**src/rtl/mem_pkg.sv**
```systemverilog
// Shared types and helpers for the memory-access pipeline stage.
package mem_pkg;

  typedef enum logic [1:0] {
    IDLE = 2'd0,
    REQ  = 2'd1,
    WAIT = 2'd2
  } state_e;

  localparam logic [2:0] MEM_B  = 3'b000;
  localparam logic [2:0] MEM_H  = 3'b001;
  localparam logic [2:0] MEM_W  = 3'b010;
  localparam logic [2:0] MEM_BU = 3'b100;
  localparam logic [2:0] MEM_HU = 3'b101;

  // Size lives in funct3[1:0]; unsigned variants share the byte-enable pattern.
  function automatic logic [3:0] gen_be(input logic [2:0] f3, input logic [1:0] a);
    case (f3[1:0])
      2'b00:   gen_be = 4'b0001 << a;
      2'b01:   gen_be = 4'b0011 << {a[1], 1'b0};
      default: gen_be = 4'b1111;
    endcase
  endfunction

  function automatic logic is_misaligned(input logic [2:0] f3, input logic [1:0] a);
    case (f3)
      MEM_H, MEM_HU: is_misaligned = a[0];
      MEM_W:         is_misaligned = (a != 2'b00);
      default:       is_misaligned = 1'b0;
    endcase
  endfunction

endpackage

```
**src/rtl/mem_stage_if.sv**
```systemverilog
// Execute-side, data-memory and writeback signals of mem_stage.
// MEM_MISALIGN_CHECK_EN adds the mem_misaligned_out flag.
interface mem_stage_if #(parameter int XLEN = 32);
  logic            ex_mem_valid_inst;
  logic [XLEN-1:0] ex_mem_alu_result;
  logic [XLEN-1:0] ex_mem_regb;
  logic            ex_mem_rd_mem;
  logic            ex_mem_wr_mem;
  logic [2:0]      ex_mem_funct3;
  logic [4:0]      ex_mem_dest_reg;
  logic            mem_stall_out;
  logic            mem_req;
  logic            mem_we;
  logic [XLEN-1:0] mem_addr;
  logic [XLEN-1:0] mem_wdata;
  logic [3:0]      mem_be;
  logic            mem_gnt;
  logic            mem_rvalid;
  logic [XLEN-1:0] mem_rdata;
  logic            mem_wb_valid;
  logic [XLEN-1:0] mem_wb_result;
  logic [4:0]      mem_wb_dest_reg;
`ifdef MEM_MISALIGN_CHECK_EN
  logic            mem_misaligned_out;
`endif

  modport master (
    input  ex_mem_valid_inst, ex_mem_alu_result, ex_mem_regb, ex_mem_rd_mem,
           ex_mem_wr_mem, ex_mem_funct3, ex_mem_dest_reg,
           mem_gnt, mem_rvalid, mem_rdata,
`ifdef MEM_MISALIGN_CHECK_EN
    output mem_misaligned_out,
`endif
    output mem_stall_out, mem_req, mem_we, mem_addr, mem_wdata, mem_be,
           mem_wb_valid, mem_wb_result, mem_wb_dest_reg
  );

  modport slave (
    output ex_mem_valid_inst, ex_mem_alu_result, ex_mem_regb, ex_mem_rd_mem,
           ex_mem_wr_mem, ex_mem_funct3, ex_mem_dest_reg,
           mem_gnt, mem_rvalid, mem_rdata,
`ifdef MEM_MISALIGN_CHECK_EN
    input  mem_misaligned_out,
`endif
    input  mem_stall_out, mem_req, mem_we, mem_addr, mem_wdata, mem_be,
           mem_wb_valid, mem_wb_result, mem_wb_dest_reg
  );
endinterface

```
**src/rtl/mem_stage_load_align.sv**
```systemverilog
// Load data formatter: picks the byte/half lane and sign- or zero-extends.
module load_align
  import mem_pkg::*;
#(
  parameter int XLEN = 32
) (
  input  logic [XLEN-1:0] rdata_i,
  input  logic [1:0]      addr_i,
  input  logic [2:0]      funct3_i,
  output logic [XLEN-1:0] data_o
);

  logic [7:0]  b;
  logic [15:0] h;

  always_comb begin
    b = rdata_i[{addr_i, 3'b000} +: 8];
    h = addr_i[1] ? rdata_i[31:16] : rdata_i[15:0];
    case (funct3_i)
      MEM_B:   data_o = {{(XLEN-8){b[7]}}, b};
      MEM_BU:  data_o = {{(XLEN-8){1'b0}}, b};
      MEM_H:   data_o = {{(XLEN-16){h[15]}}, h};
      MEM_HU:  data_o = {{(XLEN-16){1'b0}}, h};
      default: data_o = rdata_i;
    endcase
  end

endmodule

```
**src/rtl/mem_stage.sv**
```systemverilog
// Memory-access pipeline stage: IDLE/REQ/WAIT transaction FSM, store lane
// formatting, load alignment, registered writeback. Option: MEM_MISALIGN_CHECK_EN.
module mem_stage
  import mem_pkg::*;
#(
  parameter int XLEN        = 32,
  parameter int MEM_TIMEOUT = 0
) (
  input logic        clk,
  input logic        rst,
  mem_stage_if.master bus
);

  state_e          state_q;
  logic            is_load_q;
  logic [2:0]      f3_q;
  logic [1:0]      lane_q;
  logic [4:0]      dest_q;
  logic            req_q, we_q;
  logic [XLEN-1:0] addr_q, wdata_q;
  logic [3:0]      be_q;
  logic            wb_valid_q;
  logic [XLEN-1:0] wb_result_q;
  logic [4:0]      wb_dest_q;

  logic            mem_op, misal, timeout, done;
  logic [XLEN-1:0] rdata_eff, load_data, wdata_fmt;

  assign mem_op = bus.ex_mem_valid_inst & (bus.ex_mem_rd_mem | bus.ex_mem_wr_mem);

`ifdef MEM_MISALIGN_CHECK_EN
  logic misal_q;
  assign misal = is_misaligned(bus.ex_mem_funct3, bus.ex_mem_alu_result[1:0]);
  assign bus.mem_misaligned_out = misal_q;
`else
  assign misal = 1'b0;
`endif

  generate
    if (MEM_TIMEOUT > 0) begin : g_tmo
      logic [31:0] cnt_q;
      always_ff @(posedge clk) begin
        if (!rst || state_q != WAIT) cnt_q <= '0;
        else                         cnt_q <= cnt_q + 32'd1;
      end
      assign timeout = (cnt_q == 32'(MEM_TIMEOUT - 1));
    end else begin : g_no_tmo
      assign timeout = 1'b0;
    end
  endgenerate

  // A forced completion formats an all-zero word.
  assign done      = (state_q == WAIT) & (bus.mem_rvalid | timeout);
  assign rdata_eff = bus.mem_rvalid ? bus.mem_rdata : '0;

  load_align #(.XLEN(XLEN)) u_align (
    .rdata_i  (rdata_eff),
    .addr_i   (lane_q),
    .funct3_i (f3_q),
    .data_o   (load_data)
  );

  always_comb begin
    case (bus.ex_mem_funct3[1:0])
      2'b00:   wdata_fmt = {(XLEN/8){bus.ex_mem_regb[7:0]}};
      2'b01:   wdata_fmt = {(XLEN/16){bus.ex_mem_regb[15:0]}};
      default: wdata_fmt = bus.ex_mem_regb;
    endcase
  end

  always_ff @(posedge clk) begin
    if (!rst) begin
      state_q     <= IDLE;
      is_load_q   <= 1'b0;
      f3_q        <= '0;
      lane_q      <= '0;
      dest_q      <= '0;
      req_q       <= 1'b0;
      we_q        <= 1'b0;
      addr_q      <= '0;
      wdata_q     <= '0;
      be_q        <= '0;
      wb_valid_q  <= 1'b0;
      wb_result_q <= '0;
      wb_dest_q   <= '0;
`ifdef MEM_MISALIGN_CHECK_EN
      misal_q     <= 1'b0;
`endif
    end else begin
      wb_valid_q <= 1'b0;
`ifdef MEM_MISALIGN_CHECK_EN
      misal_q    <= 1'b0;
`endif
      case (state_q)
        IDLE: begin
          if (mem_op && misal) begin
            wb_valid_q  <= 1'b1;
            wb_result_q <= '0;
            wb_dest_q   <= bus.ex_mem_dest_reg;
`ifdef MEM_MISALIGN_CHECK_EN
            misal_q     <= 1'b1;
`endif
          end else if (mem_op) begin
            // Load wins when both rd_mem and wr_mem are set.
            is_load_q <= bus.ex_mem_rd_mem;
            we_q      <= ~bus.ex_mem_rd_mem;
            f3_q      <= bus.ex_mem_funct3;
            lane_q    <= bus.ex_mem_alu_result[1:0];
            dest_q    <= bus.ex_mem_dest_reg;
            addr_q    <= {bus.ex_mem_alu_result[XLEN-1:2], 2'b00};
            be_q      <= gen_be(bus.ex_mem_funct3, bus.ex_mem_alu_result[1:0]);
            wdata_q   <= wdata_fmt;
            req_q     <= 1'b1;
            state_q   <= REQ;
          end else if (bus.ex_mem_valid_inst) begin
            wb_valid_q  <= 1'b1;
            wb_result_q <= bus.ex_mem_alu_result;
            wb_dest_q   <= bus.ex_mem_dest_reg;
          end
        end
        REQ: begin
          if (bus.mem_gnt) begin
            req_q   <= 1'b0;
            we_q    <= 1'b0;
            state_q <= WAIT;
          end
        end
        WAIT: begin
          if (done) begin
            wb_valid_q  <= 1'b1;
            wb_result_q <= is_load_q ? load_data : '0;
            wb_dest_q   <= is_load_q ? dest_q : 5'd0;
            state_q     <= IDLE;
          end
        end
        default: state_q <= IDLE;
      endcase
    end
  end

  assign bus.mem_stall_out = rst & (((state_q == IDLE) & mem_op) |
                                    (state_q == REQ) |
                                    ((state_q == WAIT) & ~done));
  assign bus.mem_req         = req_q;
  assign bus.mem_we          = we_q;
  assign bus.mem_addr        = addr_q;
  assign bus.mem_wdata       = wdata_q;
  assign bus.mem_be          = be_q;
  assign bus.mem_wb_valid    = wb_valid_q;
  assign bus.mem_wb_result   = wb_result_q;
  assign bus.mem_wb_dest_reg = wb_dest_q;

endmodule

```
**src/flat_wrapper.sv**
```systemverilog
// flat-port wrapper written by rule: the top's interface ports become plain ports
module mem_stage_flat import mem_pkg::*;
#(
  parameter int XLEN        = 32,
  parameter int MEM_TIMEOUT = 0
)
  (clk, rst, bus_ex_mem_valid_inst, bus_ex_mem_alu_result, bus_ex_mem_regb, bus_ex_mem_rd_mem, bus_ex_mem_wr_mem, bus_ex_mem_funct3, bus_ex_mem_dest_reg, bus_mem_gnt, bus_mem_rvalid, bus_mem_rdata, bus_mem_stall_out, bus_mem_req, bus_mem_we, bus_mem_addr, bus_mem_wdata, bus_mem_be, bus_mem_wb_valid, bus_mem_wb_result, bus_mem_wb_dest_reg);
  mem_stage_if #(.XLEN(XLEN)) bus_i ();
  input logic clk;
  input logic rst;
  input wire logic [$bits(bus_i.ex_mem_valid_inst)-1:0] bus_ex_mem_valid_inst;
  input wire logic [$bits(bus_i.ex_mem_alu_result)-1:0] bus_ex_mem_alu_result;
  input wire logic [$bits(bus_i.ex_mem_regb)-1:0] bus_ex_mem_regb;
  input wire logic [$bits(bus_i.ex_mem_rd_mem)-1:0] bus_ex_mem_rd_mem;
  input wire logic [$bits(bus_i.ex_mem_wr_mem)-1:0] bus_ex_mem_wr_mem;
  input wire logic [$bits(bus_i.ex_mem_funct3)-1:0] bus_ex_mem_funct3;
  input wire logic [$bits(bus_i.ex_mem_dest_reg)-1:0] bus_ex_mem_dest_reg;
  input wire logic [$bits(bus_i.mem_gnt)-1:0] bus_mem_gnt;
  input wire logic [$bits(bus_i.mem_rvalid)-1:0] bus_mem_rvalid;
  input wire logic [$bits(bus_i.mem_rdata)-1:0] bus_mem_rdata;
  output wire logic [$bits(bus_i.mem_stall_out)-1:0] bus_mem_stall_out;
  output wire logic [$bits(bus_i.mem_req)-1:0] bus_mem_req;
  output wire logic [$bits(bus_i.mem_we)-1:0] bus_mem_we;
  output wire logic [$bits(bus_i.mem_addr)-1:0] bus_mem_addr;
  output wire logic [$bits(bus_i.mem_wdata)-1:0] bus_mem_wdata;
  output wire logic [$bits(bus_i.mem_be)-1:0] bus_mem_be;
  output wire logic [$bits(bus_i.mem_wb_valid)-1:0] bus_mem_wb_valid;
  output wire logic [$bits(bus_i.mem_wb_result)-1:0] bus_mem_wb_result;
  output wire logic [$bits(bus_i.mem_wb_dest_reg)-1:0] bus_mem_wb_dest_reg;
  assign bus_i.ex_mem_valid_inst = bus_ex_mem_valid_inst;
  assign bus_i.ex_mem_alu_result = bus_ex_mem_alu_result;
  assign bus_i.ex_mem_regb = bus_ex_mem_regb;
  assign bus_i.ex_mem_rd_mem = bus_ex_mem_rd_mem;
  assign bus_i.ex_mem_wr_mem = bus_ex_mem_wr_mem;
  assign bus_i.ex_mem_funct3 = bus_ex_mem_funct3;
  assign bus_i.ex_mem_dest_reg = bus_ex_mem_dest_reg;
  assign bus_i.mem_gnt = bus_mem_gnt;
  assign bus_i.mem_rvalid = bus_mem_rvalid;
  assign bus_i.mem_rdata = bus_mem_rdata;
  assign bus_mem_stall_out = bus_i.mem_stall_out;
  assign bus_mem_req = bus_i.mem_req;
  assign bus_mem_we = bus_i.mem_we;
  assign bus_mem_addr = bus_i.mem_addr;
  assign bus_mem_wdata = bus_i.mem_wdata;
  assign bus_mem_be = bus_i.mem_be;
  assign bus_mem_wb_valid = bus_i.mem_wb_valid;
  assign bus_mem_wb_result = bus_i.mem_wb_result;
  assign bus_mem_wb_dest_reg = bus_i.mem_wb_dest_reg;
  mem_stage #(.XLEN(XLEN), .MEM_TIMEOUT(MEM_TIMEOUT)) u_core (.clk(clk), .rst(rst), .bus(bus_i));
endmodule
```
**config.mk**
```make
export PLATFORM = sky130hd
export DESIGN_NAME = mem_stage_flat
export DESIGN_NICKNAME = d
export VERILOG_FILES = /design/src/rtl/mem_pkg.sv /design/src/rtl/mem_stage_if.sv /design/src/rtl/mem_stage_load_align.sv /design/src/rtl/mem_stage.sv /design/src/flat_wrapper.sv
export SDC_FILE = /design/constraint.sdc
export NUM_CORES = 1
export LEC_CHECK = 0
export BUFFER_PORTS_ARGS = -buffer_cell sky130_fd_sc_hd__buf_2
export CAP_MARGIN = 10
export CORE_MARGIN = 5
export CORE_UTILIZATION = 44
export CTS_CLUSTER_DIAMETER = 60
export CTS_CLUSTER_SIZE = 28
export DETAILED_ROUTE_END_ITERATION = 8
export PLACE_DENSITY = 0.76
export RECOVER_POWER = 100
export SYNTH_ARGS = -nofsm -noshare
export SYNTH_HDL_FRONTEND = slang
export SYNTH_SLANG_ARGS = --single-unit
```
**constraint.sdc**
```tcl
create_clock -name clk -period 1.62 [get_ports clk]
set_input_delay 0 -clock clk [delete_from_list [all_inputs] [get_ports clk]]
set_output_delay 0 -clock clk [all_outputs]
set_load 0.02 [all_outputs]
```
==> metrics <==
placer congestion estimate 0.933; placed wire-length estimate 13900 microns; Period Utilization, post-route 107%; share of cells above drive strength 1 24.5%; Peak Freq 0.579 GHz; CTS buffer count 17; run status finished with violations; most frequent cells in the layout nand2_1, dfxtp_1, buf_2, clkbuf_1, dlygate4sd3_1; CP required 1.97 ns; Max Slew Vio Count 0; die width 123 microns; Syn-to-layout area delta 60.1%; Total Power Consumption 9.18 mW; Min Hold Slack 0.0131 ns; drt initial violations 538; Cells after Synth 734; Via density 5.47; number of synthesized flops with an enable pin 0; data arrival time at the worst-slack endpoint 2.07 ns; initial antenna violation count 2; Worst-path clk slew 0.06 ns; critical-path cell list or4b_4 > a21oi_4 > buf_12 > buf_8 > buf_6 > o21ai_2 > a31oi_1; most area-hungry cell type in the Yosys netlist dfxtp_1; FFs w/ async S/R, synth 0%; Post-Syn Area 5610 sq um; site row count 41; worst slack, placed -0.111 ns; RSZ-0062 raised after global routing yes; Top Family by Delay on Critical Path simple AND/OR/NAND/NOR gates; nets 1178; Sw Share 28.9%; Comb pwr share 20.7%; register area share after synthesis 42.5%; Root Driver clkbuf_16; Die Y 123 microns; YS warnings 0; WP buf/inv 3; slowest CP cell or4b_4; Max VDD drop 0.745 mV; Net Switching 2.65 mW; vias in the first global route 6536; H-tree Lvls 4; Post-Syn Area per Cell 7.65 sq um; Worst Clk Skew 0.0109 ns; GRT Total Usage 28.7%; Yosys reg bits 119; routed length per instance 17.8 microns; clk buf depth 2; Hold Crit Class in -> reg; Largest stage delay, worst path 0.49 ns; DRC viols 0; area of the die 15100 sq um; Startpoint Class flip-flop; CTS sink cnt 119; total gr overflow 0; Initial DRT Pass Iterations 5; CP Capture Type flip-flop; I/O pins 220; Static Leak 3.65 nW; DP Cell Count 1105; commonest non-fill, non-tap cell in the layout nand2_1; CTS tree built; non-filler instance count after layout 1252; Crit Path Category reg -> reg; maxcap violations 0; DR vias 6849; final hold violations 0; Internal Power 6.53 mW; Total Wirelength 22300 microns; top_reg_cell synth dfxtp_1; fin worst setup slack -0.108 ns; input/output buffers 217; failing checks negative setup slack; Final setup viols 18; Power Density 1020 nW/um^2; Worst R2R Setup Slack -0.11 ns; Core Util, Final 71.5%; Clock Latency Late Sink 0.42 ns; Flop pwr share 35.6%; ant diodes 0; largest net degree at the start of global routing 48; first-pass GRT wire length 33900 microns; minimum clock period 1.73 ns; starting density of the core 44.6%; Synth cell types 44; core area 12600 sq um; largest fanout on the critical path 6; Clk pwr share 43.7%; Antenna Nets Post-Route 0; top cell type's share of synthesized area 42.5%; ranking of synthesized cells by area dfxtp_1, nand2_1, a21oi_1
==> kinds of logic after synthesis <==
logic type	after synthesis	share of synthesized area, %
multiplexers	27	5.24
buffers and inverters	70	5.84
AO/OA/AOI/OAI	203	22.8
other	1	0.0668
AND/OR/NAND/NOR	314	23.6
flip-flops	119	42.5
==> cell type report <==
class | instances | area [sq um]
multi-input combinational | 546 | 3060
clock inverter | 11 | 146
tap | 172 | 215
fill | 957 | 3590
inverter | 6 | 22.5
timing repair buffer | 377 | 2670
sequential | 119 | 2390
clock buffer | 21 | 480
==> through the flow <==
stage                     TNS [ns]  cell area (sq um)
after global placement      -0.621               7100
final                       -0.562               8980
after floorplan                  0               5620
after global routing         -3.81               8980
after CTS                   -0.691               8970
after detailed placement     -1.76               7100
==> power groups by stage <==
stage               combinational, mW  clock, mW  sequential [mW]
finish                           1.90       4.01             3.26
CTS                              1.87       4.01             3.25
detailed placement               1.58          0             3.31
global placement                 1.57          0             3.30
global route                     2.04       4.18             3.28
floorplan                       0.691          0             3.52
==> final timing paths <==
path                                               endpoint                           startpoint  cells past startpoint
hold / removal     u_core.bus.mem_wb_result[9]$_SDFFE_PN0P_                     bus_mem_rdata[9]                      4
hold reg to reg         u_core.bus.mem_addr[9]$_SDFFE_PN0P_  u_core.bus.mem_addr[9]$_SDFFE_PN0P_                      2
setup / recovery  u_core.bus.mem_wb_result[22]$_SDFFE_PN0P_       u_core.state_q[1]$_SDFFE_PN0P_                      7
setup reg to reg  u_core.bus.mem_wb_result[22]$_SDFFE_PN0P_       u_core.state_q[1]$_SDFFE_PN0P_                      7
==> timing repair <==
item,CTS,global route
gates resized for setup,29,35
setup endpoints to repair,33,70
hold buffers,87,0
buffers inserted,18,4
cloned,5,2
hold endpoints to repair,109,0
pin swaps,10,21
==> worst min-delay path, cell delays in order <==
cell and delay [ns]:
buf_2 0.11, nand2_1 0.07, a221o_1 0.14, a31oi_1 0.07
==> synthesized netlist by cell type, types with 9 or more instances <==
cell / instances
a31oi_1: 30
a221o_1: 13
nand2_1: 219
nor2_1: 39
dfxtp_1: 119
a21oi_1: 63
nand2b_1: 35
mux2_2: 9
a211oi_1: 11
mux2i_1: 17
a311oi_1: 13
buf_2: 16
o21ai_0: 37
o21ai_1: 14
clkbuf_1: 37
==> per-layer routing <==
layer	up-vias	global-route usage, %	wire, microns
met2	402	49.4	11100
met4	4	12.3	624
met3	66	8.42	2260
met1	3178	33.2	8360
li1	3199	-	-
met5	-	0	19
No activity file was read; power rests on OpenSTA's default activity.
